<file path="config.mk">
export PLATFORM = sky130hd
export DESIGN_NAME = stack_cache_ring_ctrl
export DESIGN_NICKNAME = d
export VERILOG_FILES = /design/src/rtl/stack_cache_pkg.sv /design/src/rtl/stack_cache_bound_chk.sv /design/src/rtl/stack_cache_ring_ctrl.sv
export SDC_FILE = /design/constraint.sdc
export NUM_CORES = 1
export LEC_CHECK = 0
export CORE_UTILIZATION = 56
export DETAILED_ROUTE_END_ITERATION = 8
export PLACE_DENSITY = 0.82
export SYNTH_ARGS = -nofsm -noshare
export SYNTH_HDL_FRONTEND = slang
export SYNTH_SLANG_ARGS = --single-unit
</file>
<file path="constraint.sdc">
create_clock -name clk -period 7.3 [get_ports clk]
set_input_delay 0.73 -clock clk [delete_from_list [all_inputs] [get_ports clk]]
set_output_delay 0.73 -clock clk [all_outputs]
set_load 0.05 [all_outputs]
</file>
<file path="src/rtl/stack_cache_pkg.sv">
// Shared types and line-window helpers for the stack cache ring controller.
package stack_cache_pkg;

    typedef enum logic [1:0] {
        ST_IDLE,
        ST_EVICT_WB,
        ST_FETCH,
        ST_WAIT_RESP
    } fsm_e;

    typedef struct packed {
        logic valid;
        logic pending;
        logic dirty;
    } slot_st_t;

    // Offset k (relative to the head line) of the idx-th line fetched after a new SP.
    function automatic int fill_k(input int idx, input int push_ahead, input logic prepop);
        if (prepop) return push_ahead + 1 - idx;
        if (idx <= push_ahead) return idx;
        return push_ahead - idx;
    endfunction

    function automatic int push_victim_k(input int push_ahead, input logic prepop);
        return push_ahead + (prepop ? 1 : 0);
    endfunction

    function automatic int pop_victim_k(input int pop_depth, input logic prepop);
        return -(pop_depth - (prepop ? 1 : 0));
    endfunction

endpackage

</file>
<file path="src/rtl/stack_cache_bound_chk.sv">
// Combinational test of base+offset line address against the legal line range, without wrap.
module stack_cache_bound_chk #(
    parameter int LADDR_W = 12,
    parameter int KW      = 4
) (
    input  logic [LADDR_W-1:0]   base_laddr_i,
    input  logic signed [KW-1:0] offset_i,
    input  logic [LADDR_W-1:0]   lower_laddr_i,
    input  logic [LADDR_W-1:0]   upper_laddr_i,
    output logic [LADDR_W-1:0]   cand_laddr_o,
    output logic                 in_bounds_o
);

    // Two guard bits: the top one flags a result below zero.
    logic [LADDR_W+1:0] sum;

    assign sum          = {2'b00, base_laddr_i} + {{(LADDR_W+2-KW){offset_i[KW-1]}}, offset_i};
    assign cand_laddr_o = sum[LADDR_W-1:0];
    assign in_bounds_o  = !sum[LADDR_W+1]
                        && (sum[LADDR_W:0] >= {1'b0, lower_laddr_i})
                        && (sum[LADDR_W:0] <= {1'b0, upper_laddr_i});

endmodule

</file>
<file path="src/rtl/stack_cache_ring_ctrl.sv">
// Ring-window line controller for the stack cache: head tracking, victim write-back/refill sequencing.
// Optional macro STACKCACHE_PREPOP_EN adds cfg_prepop (window shifted one line toward push on sp_new).
module stack_cache_ring_ctrl
    import stack_cache_pkg::*;
#(
    parameter  int LINES      = 4,
    parameter  int PUSH_AHEAD = 1,
    parameter  int LINE_BYTES = 16,
    parameter  int ADDR_W     = 16,
    localparam int OFF_W      = $clog2(LINE_BYTES),
    localparam int LADDR_W    = ADDR_W - OFF_W,
    localparam int SLOT_W     = $clog2(LINES)
) (
    input  logic               clk,
    input  logic               clk_en,
    input  logic               sync_rst,
`ifdef STACKCACHE_PREPOP_EN
    input  logic               cfg_prepop,
`endif
    input  logic               sp_new_valid,
    input  logic [ADDR_W-1:0]  sp_new,
    input  logic               push_cross,
    input  logic               pop_cross,
    output logic               event_ready,
    input  logic [ADDR_W-1:0]  bound_upper,
    input  logic [ADDR_W-1:0]  bound_lower,
    input  logic               dirty_set_valid,
    input  logic [SLOT_W-1:0]  dirty_set_slot,
    output logic               mem_req_valid,
    input  logic               mem_req_ready,
    output logic               mem_req_write,
    output logic [LADDR_W-1:0] mem_req_laddr,
    output logic [SLOT_W-1:0]  mem_req_slot,
    input  logic               mem_resp_valid,
    output logic [SLOT_W-1:0]  head_slot,
    output logic [LADDR_W-1:0] head_laddr,
    output logic [LINES-1:0]   slot_valid,
    output logic               busy,
    output logic               overflow_fault,
    output logic               underflow_fault
);

    localparam int POP_DEPTH = LINES - 1 - PUSH_AHEAD;
    localparam int KW        = SLOT_W + 2;

    fsm_e                    state_q, state_d;
    slot_st_t [LINES-1:0]    st_q, st_d;
    logic [LADDR_W-1:0]      tag_q [LINES];
    logic [SLOT_W-1:0]       head_slot_q, head_slot_d;
    logic [LADDR_W-1:0]      head_laddr_q, head_laddr_d;
    logic                    reload_q, reload_d;
    logic signed [KW-1:0]    shift_k_q, shift_k_d;
    logic [SLOT_W:0]         idx_q, idx_d;
    logic [SLOT_W-1:0]       req_slot_q, req_slot_d;
    logic                    req_write_q, req_write_d;
    logic                    ex_q, ex_d;
    logic                    ovf_q, ovf_d, unf_q, unf_d;
    logic                    tag_we;

    logic                    prepop_in;
    logic [LADDR_W-1:0]      upper_line, lower_line, cand_laddr;
    logic signed [KW-1:0]    cur_k, chk_off, ev_push_off, ev_pop_off;
    logic [SLOT_W-1:0]       cur_slot, ev_slot, low_dirty;
    logic                    in_bounds, any_dirty;
    logic [LINES-1:0]        dirty_vec;
    logic                    unused_bits;

`ifdef STACKCACHE_PREPOP_EN
    assign prepop_in = cfg_prepop;
`else
    assign prepop_in = 1'b0;
`endif

    assign upper_line  = bound_upper[ADDR_W-1:OFF_W];
    assign lower_line  = bound_lower[ADDR_W-1:OFF_W];
    assign unused_bits = ^{bound_upper[OFF_W-1:0], bound_lower[OFF_W-1:0], sp_new[OFF_W-1:0]};

    // Event offsets are relative to the pre-move head, so they are one step beyond the victim k.
    assign ev_push_off = KW'(push_victim_k(PUSH_AHEAD, ex_q) + 1);
    assign ev_pop_off  = KW'(pop_victim_k(POP_DEPTH, ex_q) - 1);
    assign cur_k       = reload_q ? KW'(fill_k(int'(idx_q), PUSH_AHEAD, ex_q)) : shift_k_q;
    assign chk_off     = (state_q == ST_IDLE) ? (push_cross ? ev_push_off : ev_pop_off) : cur_k;
    assign ev_slot     = head_slot_q + chk_off[SLOT_W-1:0];
    assign cur_slot    = head_slot_q + cur_k[SLOT_W-1:0];

    stack_cache_bound_chk #(.LADDR_W(LADDR_W), .KW(KW)) u_bound_chk (
        .base_laddr_i  (head_laddr_q),
        .offset_i      (chk_off),
        .lower_laddr_i (lower_line),
        .upper_laddr_i (upper_line),
        .cand_laddr_o  (cand_laddr),
        .in_bounds_o   (in_bounds)
    );

    // A write-back completing this cycle no longer counts as dirty when picking the next one.
    always_comb begin
        any_dirty = 1'b0;
        low_dirty = '0;
        for (int i = 0; i < LINES; i++) begin
            dirty_vec[i] = st_q[i].dirty
                         && !(state_q == ST_WAIT_RESP && req_write_q && req_slot_q == SLOT_W'(i));
        end
        for (int i = LINES - 1; i >= 0; i--) begin
            if (dirty_vec[i]) begin
                any_dirty = 1'b1;
                low_dirty = SLOT_W'(i);
            end
        end
    end

    always_comb begin
        state_d      = state_q;
        st_d         = st_q;
        head_slot_d  = head_slot_q;
        head_laddr_d = head_laddr_q;
        reload_d     = reload_q;
        shift_k_d    = shift_k_q;
        idx_d        = idx_q;
        req_slot_d   = req_slot_q;
        req_write_d  = req_write_q;
        ex_d         = ex_q;
        ovf_d        = 1'b0;
        unf_d        = 1'b0;
        tag_we       = 1'b0;

        if (dirty_set_valid && !st_q[dirty_set_slot].pending) begin
            st_d[dirty_set_slot].dirty = 1'b1;
        end

        unique case (state_q)
            ST_IDLE: begin
                if (sp_new_valid) begin
                    reload_d     = 1'b1;
                    idx_d        = '0;
                    ex_d         = prepop_in;
                    head_slot_d  = '0;
                    head_laddr_d = sp_new[ADDR_W-1:OFF_W];
                    for (int i = 0; i < LINES; i++) begin
                        st_d[i].valid   = 1'b0;
                        st_d[i].pending = 1'b0;
                    end
                    req_slot_d = low_dirty;
                    state_d    = any_dirty ? ST_EVICT_WB : ST_FETCH;
                end else if (push_cross) begin
                    if (head_laddr_q >= upper_line) begin
                        ovf_d = 1'b1;
                    end else begin
                        head_slot_d         = head_slot_q + SLOT_W'(1);
                        head_laddr_d        = head_laddr_q + LADDR_W'(1);
                        reload_d            = 1'b0;
                        shift_k_d           = KW'(push_victim_k(PUSH_AHEAD, ex_q));
                        req_slot_d          = ev_slot;
                        st_d[ev_slot].valid = 1'b0;
                        if (in_bounds) begin
                            state_d = st_d[ev_slot].dirty ? ST_EVICT_WB : ST_FETCH;
                        end else begin
                            st_d[ev_slot].dirty = 1'b0;
                        end
                    end
                end else if (pop_cross) begin
                    if (head_laddr_q <= lower_line) begin
                        unf_d = 1'b1;
                    end else begin
                        head_slot_d         = head_slot_q - SLOT_W'(1);
                        head_laddr_d        = head_laddr_q - LADDR_W'(1);
                        reload_d            = 1'b0;
                        shift_k_d           = KW'(pop_victim_k(POP_DEPTH, ex_q));
                        req_slot_d          = ev_slot;
                        st_d[ev_slot].valid = 1'b0;
                        if (in_bounds) begin
                            state_d = st_d[ev_slot].dirty ? ST_EVICT_WB : ST_FETCH;
                        end else begin
                            st_d[ev_slot].dirty = 1'b0;
                        end
                    end
                end
            end
            ST_EVICT_WB: begin
                if (mem_req_ready) begin
                    req_write_d = 1'b1;
                    state_d     = ST_WAIT_RESP;
                end
            end
            ST_FETCH: begin
                if (!in_bounds) begin
                    // Out-of-range window line: leave its slot invalid and move on.
                    idx_d = idx_q + (SLOT_W+1)'(1);
                    if (!reload_q || idx_q == (SLOT_W+1)'(LINES - 1)) state_d = ST_IDLE;
                end else if (mem_req_ready) begin
                    st_d[cur_slot].pending = 1'b1;
                    st_d[cur_slot].dirty   = 1'b0;
                    tag_we                 = 1'b1;
                    req_slot_d             = cur_slot;
                    req_write_d            = 1'b0;
                    state_d                = ST_WAIT_RESP;
                end
            end
            ST_WAIT_RESP: begin
                if (mem_resp_valid) begin
                    if (req_write_q) begin
                        st_d[req_slot_q].dirty = 1'b0;
                        if (reload_q && any_dirty) begin
                            req_slot_d = low_dirty;
                            state_d    = ST_EVICT_WB;
                        end else begin
                            state_d = ST_FETCH;
                        end
                    end else begin
                        st_d[req_slot_q].valid   = 1'b1;
                        st_d[req_slot_q].pending = 1'b0;
                        if (reload_q && idx_q != (SLOT_W+1)'(LINES - 1)) begin
                            idx_d   = idx_q + (SLOT_W+1)'(1);
                            state_d = ST_FETCH;
                        end else begin
                            state_d = ST_IDLE;
                        end
                    end
                end
            end
            default: state_d = ST_IDLE;
        endcase
    end

    always_ff @(posedge clk) begin
        if (sync_rst) begin
            state_q      <= ST_IDLE;
            st_q         <= '0;
            head_slot_q  <= '0;
            head_laddr_q <= '0;
            reload_q     <= 1'b0;
            shift_k_q    <= '0;
            idx_q        <= '0;
            req_slot_q   <= '0;
            req_write_q  <= 1'b0;
            ex_q         <= 1'b0;
            ovf_q        <= 1'b0;
            unf_q        <= 1'b0;
        end else if (clk_en) begin
            state_q      <= state_d;
            st_q         <= st_d;
            head_slot_q  <= head_slot_d;
            head_laddr_q <= head_laddr_d;
            reload_q     <= reload_d;
            shift_k_q    <= shift_k_d;
            idx_q        <= idx_d;
            req_slot_q   <= req_slot_d;
            req_write_q  <= req_write_d;
            ex_q         <= ex_d;
            ovf_q        <= ovf_d;
            unf_q        <= unf_d;
        end
    end

    always_ff @(posedge clk) begin
        if (clk_en && tag_we) tag_q[cur_slot] <= cand_laddr;
    end

    always_comb begin
        mem_req_valid = 1'b0;
        mem_req_write = 1'b0;
        mem_req_laddr = '0;
        mem_req_slot  = '0;
        if (state_q == ST_EVICT_WB) begin
            mem_req_valid = 1'b1;
            mem_req_write = 1'b1;
            mem_req_laddr = tag_q[req_slot_q];
            mem_req_slot  = req_slot_q;
        end else if (state_q == ST_FETCH) begin
            mem_req_valid = in_bounds;
            mem_req_laddr = cand_laddr;
            mem_req_slot  = cur_slot;
        end
        for (int i = 0; i < LINES; i++) slot_valid[i] = st_q[i].valid;
    end

    assign busy            = (state_q != ST_IDLE);
    assign event_ready     = !busy;
    assign head_slot       = head_slot_q;
    assign head_laddr      = head_laddr_q;
    assign overflow_fault  = ovf_q;
    assign underflow_fault = unf_q;

endmodule

</file>
Yosys cells after proc, flatten, opt, wreduce, memory -nomap -nowiden
Memories as Yosys holds them, arrays and structs flattened. A register that Yosys moved wholly into a read port is not among the register bits.
Cells that the tools add are included.
{ "op_classes": {"n_eq_ne": 26, "n_reduce_logical": 41, "add_sub_neg": 9, "order_cmp": 13, "bitwise_logic": 1, "muxes": 140, "n_div": 0, "shift": 0, "n_mul": 0} }
{ "op_table": {"columns": ["operator", "n"], "rows": [
  ["two-way mux 12 bit", 17],
  ["bitwise mux 12 bit", 8],
  ["two-way mux 2 bit", 45],
  ["demux 3 bit (select 2 bit)", 8],
  ["two-way mux 1 bit", 39],
  ["case mux 12 bit (3 select lines)", 1],
  ["two-way mux 4 bit", 8],
  ["two-way mux 3 bit", 8],
  ["inequality test 2 bit, second input constant", 10],
  ["logical AND 1 bit", 19],
  ["adder 13 x 4 -> 14 bit", 1],
  [">= comparator 13 x 12 -> 1 bit", 1],
  ["<= comparator 13 x 12 -> 1 bit", 1],
  ["adder 12 x 1 -> 12 bit, second input constant", 1],
  ["binary-select mux 3 bit (select 2 bit)", 2],
  [">= comparator 12 bit", 1],
  ["<= comparator 12 bit", 1],
  ["less-than comparator 2 x 3 -> 1 bit, second input constant", 4],
  ["inequality test 4 bit, second input constant", 3],
  ["AND reduction 6 bit", 2],
  ["subtractor 12 x 1 -> 12 bit, second input constant", 1],
  ["AND reduction 10 bit", 1],
  ["AND reduction 5 bit", 2],
  ["inequality test 3 bit, second input constant", 3],
  ["23 further kinds", 43]
]} }
{ "word_totals": {"elab_cells": 253, "rom_bits": 0, "output_inout_bits": 38, "reg_bits": 41, "mem_count": 1, "in_bits": 59, "latchBits": 0, "ramBits": 48} }
{ "memory_table": {"columns": ["memory", "words", "width", "rd", "rd_ports_with_merged_regs", "wr", "line", "rtl"], "rows": [
  ["tag_q", 4, 12, 1, 1, 1, "stack_cache_ring_ctrl.sv:48", "logic [LADDR_W-1:0] tag_q [LINES];"]
]} }

Logic depth before layout (Yosys ltp)
{ "depth": {"depth_word": 20, "ltp_mapped": 26, "ltp_nobuf": 25} }

By module
From an unflattened synthesis, not the netlist that was laid out.
{ "hier_totals": {"hier_cells": 730, "hier_area_um2": 6678.9} }
{ "modules_own_cells": {"columns": ["mod", "area_per_inst_um2", "seq_area_each_um2", "cells_per_inst", "n_inst"], "rows": [
  ["stack_cache_ring_ctrl", 5471.5, 2262.2, 567, 1],
  ["stack_cache_bound_chk", 1207.4, 0.0, 163, 1]
]} }

Worst setup path after synthesis
OpenSTA, ideal clock, no wires.
{ "synth_path": {"path_kind": "register -> register", "from": "reg state_q[1]", "to": "mem tag_q[0][0] (enable)", "setup_slack_ps": 572, "period_less_slack_ps": 6728, "stages_incl_launch_ff": 23, "path_buffers": 3, "required_ps": 6920, "arrival_ps": 6347, "setup_time_ps": 380, "path_cell_list": "dfxtp_1 -> clkbuf_1 -> or2_1 -> buf_2 -> inv_2 -> o21ai_0 -> ha_1 -> and3_1 -> a221oi_2 -> nor3_2 -> o21ai_0 -> nand2b_1 -> xor2_1 -> ha_1 -> a2111oi_0 -> o211ai_1 -> o21ai_0 -> nand4_1 -> or3_4 -> and2_4 -> buf_6 -> or3_1 -> nor2_1"} }
{ "synth_between": {"elab_chain_len": 11, "word_cells_on_any_way": 14, "classes_between": "add/sub (1); order compare (2); eq/ne (1); mux (5); reduce/logical (5)"} }
{ "synth_lines": {"columns": ["item", "line", "rtl"], "rows": [
  ["start, declared", "stack_cache_ring_ctrl.sv:46", "fsm_e state_q, state_d;"],
  ["start signal, assigned", "stack_cache_ring_ctrl.sv:239", "state_q <= state_d;"],
  ["logical NOT 2 bit (*)", "stack_cache_ring_ctrl.sv:82", "assign chk_off = (state_q == ST_IDLE) ? (push_cross ? ev_push_off : ev_pop_off) : cur_k;"],
  ["two-way mux 4 bit (*)", "stack_cache_ring_ctrl.sv:82", null],
  ["adder 13 x 4 -> 14 bit (*)", "stack_cache_bound_chk.sv:17", "assign sum = {2'b00, base_laddr_i} + {{(LADDR_W+2-KW){offset_i[KW-1]}}, offset_i};"],
  ["net cand_laddr[10]", "stack_cache_ring_ctrl.sv:61", "logic [LADDR_W-1:0] upper_line, lower_line, cand_laddr;"],
  [">= comparator 13 x 12 -> 1 bit", "stack_cache_bound_chk.sv:20", "&& (sum[LADDR_W:0] >= {1'b0, lower_laddr_i})"],
  ["logical AND 1 bit", "stack_cache_bound_chk.sv:20", null],
  ["logical AND 1 bit (*)", "stack_cache_bound_chk.sv:21", "&& (sum[LADDR_W:0] <= {1'b0, upper_laddr_i});"],
  ["two-way mux 1 bit (*)", "stack_cache_ring_ctrl.sv:185", "if (!in_bounds) begin"],
  ["two-way mux 1 bit (*)", "stack_cache_ring_ctrl.sv:130", "unique case (state_q)"],
  ["logical AND 1 bit (*)", "stack_cache_ring_ctrl.sv:255", "if (clk_en && tag_we) tag_q[cur_slot] <= cand_laddr;"],
  ["two-way mux 1 bit (*)", "stack_cache_ring_ctrl.sv:255", null],
  ["two-way mux 1 bit (implied by the code) (*)", "stack_cache_ring_ctrl.sv:255", null],
  ["end, declared", "stack_cache_ring_ctrl.sv:48", null]
]} }
The timed path passes the listed nets; every way through them passes the cells marked *.

Worst setup path after layout
{ "layout_path": {"from": "in push_cross", "to": "out mem_req_valid"} }
{ "layout_between": {"elab_chain_len": 8, "word_cells_on_any_way": 10, "classes_between": "add/sub (1); order compare (2); mux (4); reduce/logical (3)"} }
{ "layout_lines": {"columns": ["item", "line", "rtl"], "rows": [
  ["start, declared", "stack_cache_ring_ctrl.sv:22", "input logic push_cross,"],
  ["two-way mux 4 bit (*) (2 in series)", "stack_cache_ring_ctrl.sv:82", null],
  ["adder 13 x 4 -> 14 bit (*)", "stack_cache_bound_chk.sv:17", null],
  ["net cand_laddr[11]", "stack_cache_ring_ctrl.sv:61", null],
  [">= comparator 13 x 12 -> 1 bit", "stack_cache_bound_chk.sv:20", null],
  ["logical AND 1 bit", "stack_cache_bound_chk.sv:20", null],
  ["logical AND 1 bit (*)", "stack_cache_bound_chk.sv:21", null],
  ["two-way mux 1 bit (*)", "stack_cache_ring_ctrl.sv:268", "end else if (state_q == ST_FETCH) begin"],
  ["two-way mux 1 bit (*)", "stack_cache_ring_ctrl.sv:263", "if (state_q == ST_EVICT_WB) begin"],
  ["end, declared", "stack_cache_ring_ctrl.sv:29", "output logic mem_req_valid,"]
]} }
Marks and branches as above.

==> results.json <==
{
  "worst_clock_skew_ns": 0.007976,
  "cp-startpoint": "push_cross",
  "setup_viol": 0,
  "final_layout_size_suffix_gt1_share_pct": 8.483,
  "initial_utilization_pct": 57.62,
  "grt_usage_pct": 31.51,
  "synth.cell_area_um2": 6579,
  "routed-via-count": 5936,
  "final_core_utilization_pct": 69.03,
  "number_of_buffers_created_by_cts": 9,
  "die_x_um": 110.4,
  "drt-vias-per-instance": 6.445,
  "hold_path_depth": 2,
  "flow.area_growth_from_synthesis_pct": 19.82,
  "n_antenna_cell": 0,
  "critPathRequiredTime_ns": 6.57,
  "startpoint_type": "primary input",
  "cts.sink_count": 89,
  "synth_simple_gate_area_share_pct": 14.40,
  "worstSkewPairLatency_ns": 0.35,
  "rsz0062_at_grt": "no",
  "route.final.wire_length_mm": 18.22,
  "timing_worst_setup_path_type": "primary input to output pin",
  "p_clk_share_pct": 18.5,
  "reg2reg_setup_slack_ns": 0.98,
  "final_hold_viol_count": 0,
  "ctsHtreeMaxLevel": 3,
  "ys_ff_latch": 89,
  "yosysWarnings": 0,
  "grt_start_max_net_pins": 36,
  "critPathBufInv": 2,
  "synth_adder_area_share_pct": 15.25,
  "cp_max_fo": 7,
  "antenna_violations_before_repair": 0,
  "critical_path.endpoint": "mem_req_valid",
  "multi_input_comb_area_um2": 3996,
  "gr-total-overflow": 0,
  "min-delay-path-class": "register to register",
  "drc": 0,
  "synth_cell_types": 73,
  "max_cap_violations": 0,
  "fmax_ghz": 0.1479,
  "via_count_of_the_first_global_routing_pass": 5609,
  "slew_limit_headroom_pct": 28.54,
  "power.share.sequential_pct": 27.1,
  "synth_fp_nets": 835,
  "synth_edf_count": 48,
  "power_leakage_nw": 3.163,
  "hold_fix_buffer_count_after_cts": 0,
  "synth_mux_area_share_pct": 5.991,
  "die_h_um": 110.4,
  "syn_avg_cell_area_um2": 9.439,
  "cts_tree": "built",
  "r2r_cells": 23,
  "switching_share_pct": 45.03,
  "antenna_violating_nets_left": 0,
  "dpl_cell_area_um2": 7570,
  "num_io_pins": 97,
  "power_density_nw_per_um2": 325.9,
  "crit_path_top_delay_cell": "xnor2_1",
  "ys.flop_type": "edfxtp_1",
  "fin_crit_sh_pct": 92.60,
  "switchingPower_mw": 1.157,
  "dr.pass1.iters": 5,
  "worst_path_largest_cell_delay_ns": 0.57,
  "synth_compound_gate_area_share_pct": 21.91,
  "worst_path_dominant_cell_family": "compound AO/OA/AOI/OAI gates",
  "dp_hpwl_mm": 13.46,
  "fillCellCount": 885,
  "place.port_buffers": 84,
  "place_congestion": 0.9101,
  "area.sequential_um2": 2262,
  "worstPathCellList": "clkdlybuf4s50_1, or3_1, o21ai_1, ha_1, o31a_1, and3_4, a221oi_4, o21bai_1, xnor2_1, ha_1, a21oi_1, nand2_1, o211ai_1, o21ai_0, nand4_1, or3_4, nand2_1, a21o_1, buf_12",
  "power.ir.vdd_worst_uv": 170.4,
  "finalNonFillerCells": 921,
  "arrival_ns": 6.03,
  "routedWlPerCell_um": 19.78,
  "post_cts_resize_count": 0,
  "synth-async-reset-ratio_pct": 0,
  "power.total_mw": 2.569,
  "dpl_cells": 905,
  "clockRootBuffer": "clkbuf_16",
  "floorplan.die_area_um2": 12180,
  "placement_rows": 39,
  "finish.instance_area_um2": 7883,
  "cts-root-to-sink-buffers": 2,
  "totalNegativeSetupSlack_ns": 0,
  "r2r_start": "idx_q[1]",
  "maxSlewViolCount": 0,
  "synth_xor_xnor_area_share_pct": 3.195,
  "layout_min_cycle_time_ns": 6.760,
  "worst_slew_pin_slew_ns": 1.058,
  "critical_path_cell_count": 19,
  "synth_top_family_by_area": "compound AO/OA/AOI/OAI gates",
  "status": "completed",
  "finish.net_count": 911,
  "clk_pin_slew_worst_paths_ns": 0.07,
  "grt_first_pass_wirelength_mm": 28.56,
  "register_area_share_after_synthesis_pct": 34.39,
  "critical_path.endpoint_type": "output pin",
  "drt_iter0_drc": 466,
  "core_area_um2": 11420,
  "cts_post_setup_buffers_inserted": 0,
  "internal_power_mw": 1.412,
  "post_synth_inst_count": 697,
  "pwr-share-comb_pct": 54.4,
  "endpoint_of_the_worst_register_to_register_path": "tag_q[2][0]"
}
==> cells by family (layout without fill, tap and decap cells) <==
group / after synthesis / after routing
buffers and inverters: 79 / 160
XOR/XNOR: 24 / 24
adder cells (fa/ha/maj): 79 / 79
multiplexers: 23 / 23
flip-flops: 89 / 89
AO/OA/AOI/OAI: 211 / 211
AND/OR/NAND/NOR: 192 / 192
==> synthesized netlist by cell type (3+ instances only) <==
library cell	instances	area share (%)
o41ai_1	4	0.53
nand2_1	45	2.6
o211ai_1	8	0.91
a31oi_1	6	0.57
a21oi_1	48	3.7
mux4_2	13	4.5
nand3_1	11	0.84
o21a_1	4	0.46
nand3b_1	3	0.34
xor2_1	9	1.2
buf_4	4	0.46
nor3_1	11	0.84
or2_2	4	0.38
o32ai_1	3	0.40
inv_1	44	2.5
edfxtp_1	48	22
o21ai_0	53	4.0
nor2b_1	10	0.95
a21o_1	16	1.8
o22ai_2	4	0.76
clkbuf_1	27	1.5
or3_1	10	0.95
nand2b_1	8	0.76
dfxtp_1	41	12
and3_1	3	0.29
o31ai_1	7	0.80
nand4_1	11	1.0
nor4_1	4	0.38
nor2_1	59	3.4
a2111oi_0	5	0.67
xnor2_1	15	2.0
a211oi_1	9	1.0
ha_1	77	15
a22o_1	12	1.6
mux2i_1	9	1.4
a211o_1	3	0.40
==> worst min path at each step <==
stage and to:
2_1_floorplan register, 3_3_place_gp register, 3_5_place_dp register, 4_1_cts register, 5_1_grt underflow_fault, 6_report register
==> power by group through the flow <==
| stage | Clock, mW | Combinational [mW] | Sequential (mW) |
|---|---|---|---|
| floorplan | 0 | 0.931 | 0.715 |
| global placement | 0 | 1.31 | 0.705 |
| detailed placement | 0 | 1.37 | 0.706 |
| CTS | 0.481 | 1.38 | 0.695 |
| global route | 0.498 | 1.52 | 0.701 |
| finish | 0.476 | 1.40 | 0.696 |
==> worst reg2reg max path: stages (launching register included) <==
cell and delay [ns]:
dfxtp_1 0.36, inv_1 0.08, ha_1 0.21, ha_1 0.18, nor2_1 0.19, mux2i_1 0.10, o21ai_1 0.39, ha_1 0.39
o31a_1 0.34, and3_4 0.20, a221oi_4 0.36, o21bai_1 0.14, xnor2_1 0.57, ha_1 0.31, a21oi_1 0.05, nand2_1 0.10
o211ai_1 0.10, o21ai_0 0.37, nand4_1 0.19, or3_4 0.38, and2_4 0.20, or3_1 0.44, nor2_1 0.14, buf_4 0.23
==> area by class of cell <==
cell class                      count  share of cell area (%)
Inverter                           45                   2.143
Timing Repair Buffer               99                   12.22
Multi-Input combinational cell    529                   50.70
Clock buffer                       10                   3.175
Sequential cell                    89                   28.70
Tap cell                          143                   2.270
Clock inverter                      6                  0.7937
==> placed cells by master (no fill, tap or decap), drive strengths merged, types with 3 or more instances in the layout <==
master         count
mux2i              9
a2111oi            5
o211ai             8
edfxtp            48
a31oi              6
ha                77
o21a               4
nand3b             3
a221oi             4
clkbuf            10
nand3             11
o32ai              3
a211o              3
a211oi            10
inv               49
o41ai              4
nand2             45
o31ai              7
buf               16
dfxtp             41
a21oi             48
nor4               4
nor2              59
or2                6
and3               4
xor2               9
o21ai             54
nand4             11
or3               11
nor3              12
a21o              16
o22ai              4
clkdlybuf4s50     83
mux4              13
xnor2             15
a22o              12
nor2b             10
nand2b             8
==> layer usage <==
metal	GRT usage [%]	wire, um	vias to the layer above
li1	-	-	2768
met4	13.53	659	0
met5	0	0	-
met1	40.65	7310	2822
met3	4.703	1431	47
met2	52.57	8817	299
==> stage by stage <==
step	hold slack, ns	worst slack, ns
6_report	0.4678	0.5405
5_1_grt	0.4950	0.1978
4_1_cts	0.4725	0.4910
3_5_place_dp	0.4547	0.6278
3_3_place_gp	0.4454	0.7348
2_1_floorplan	0.4367	0.5725
(Power assumes the default switching activity.)
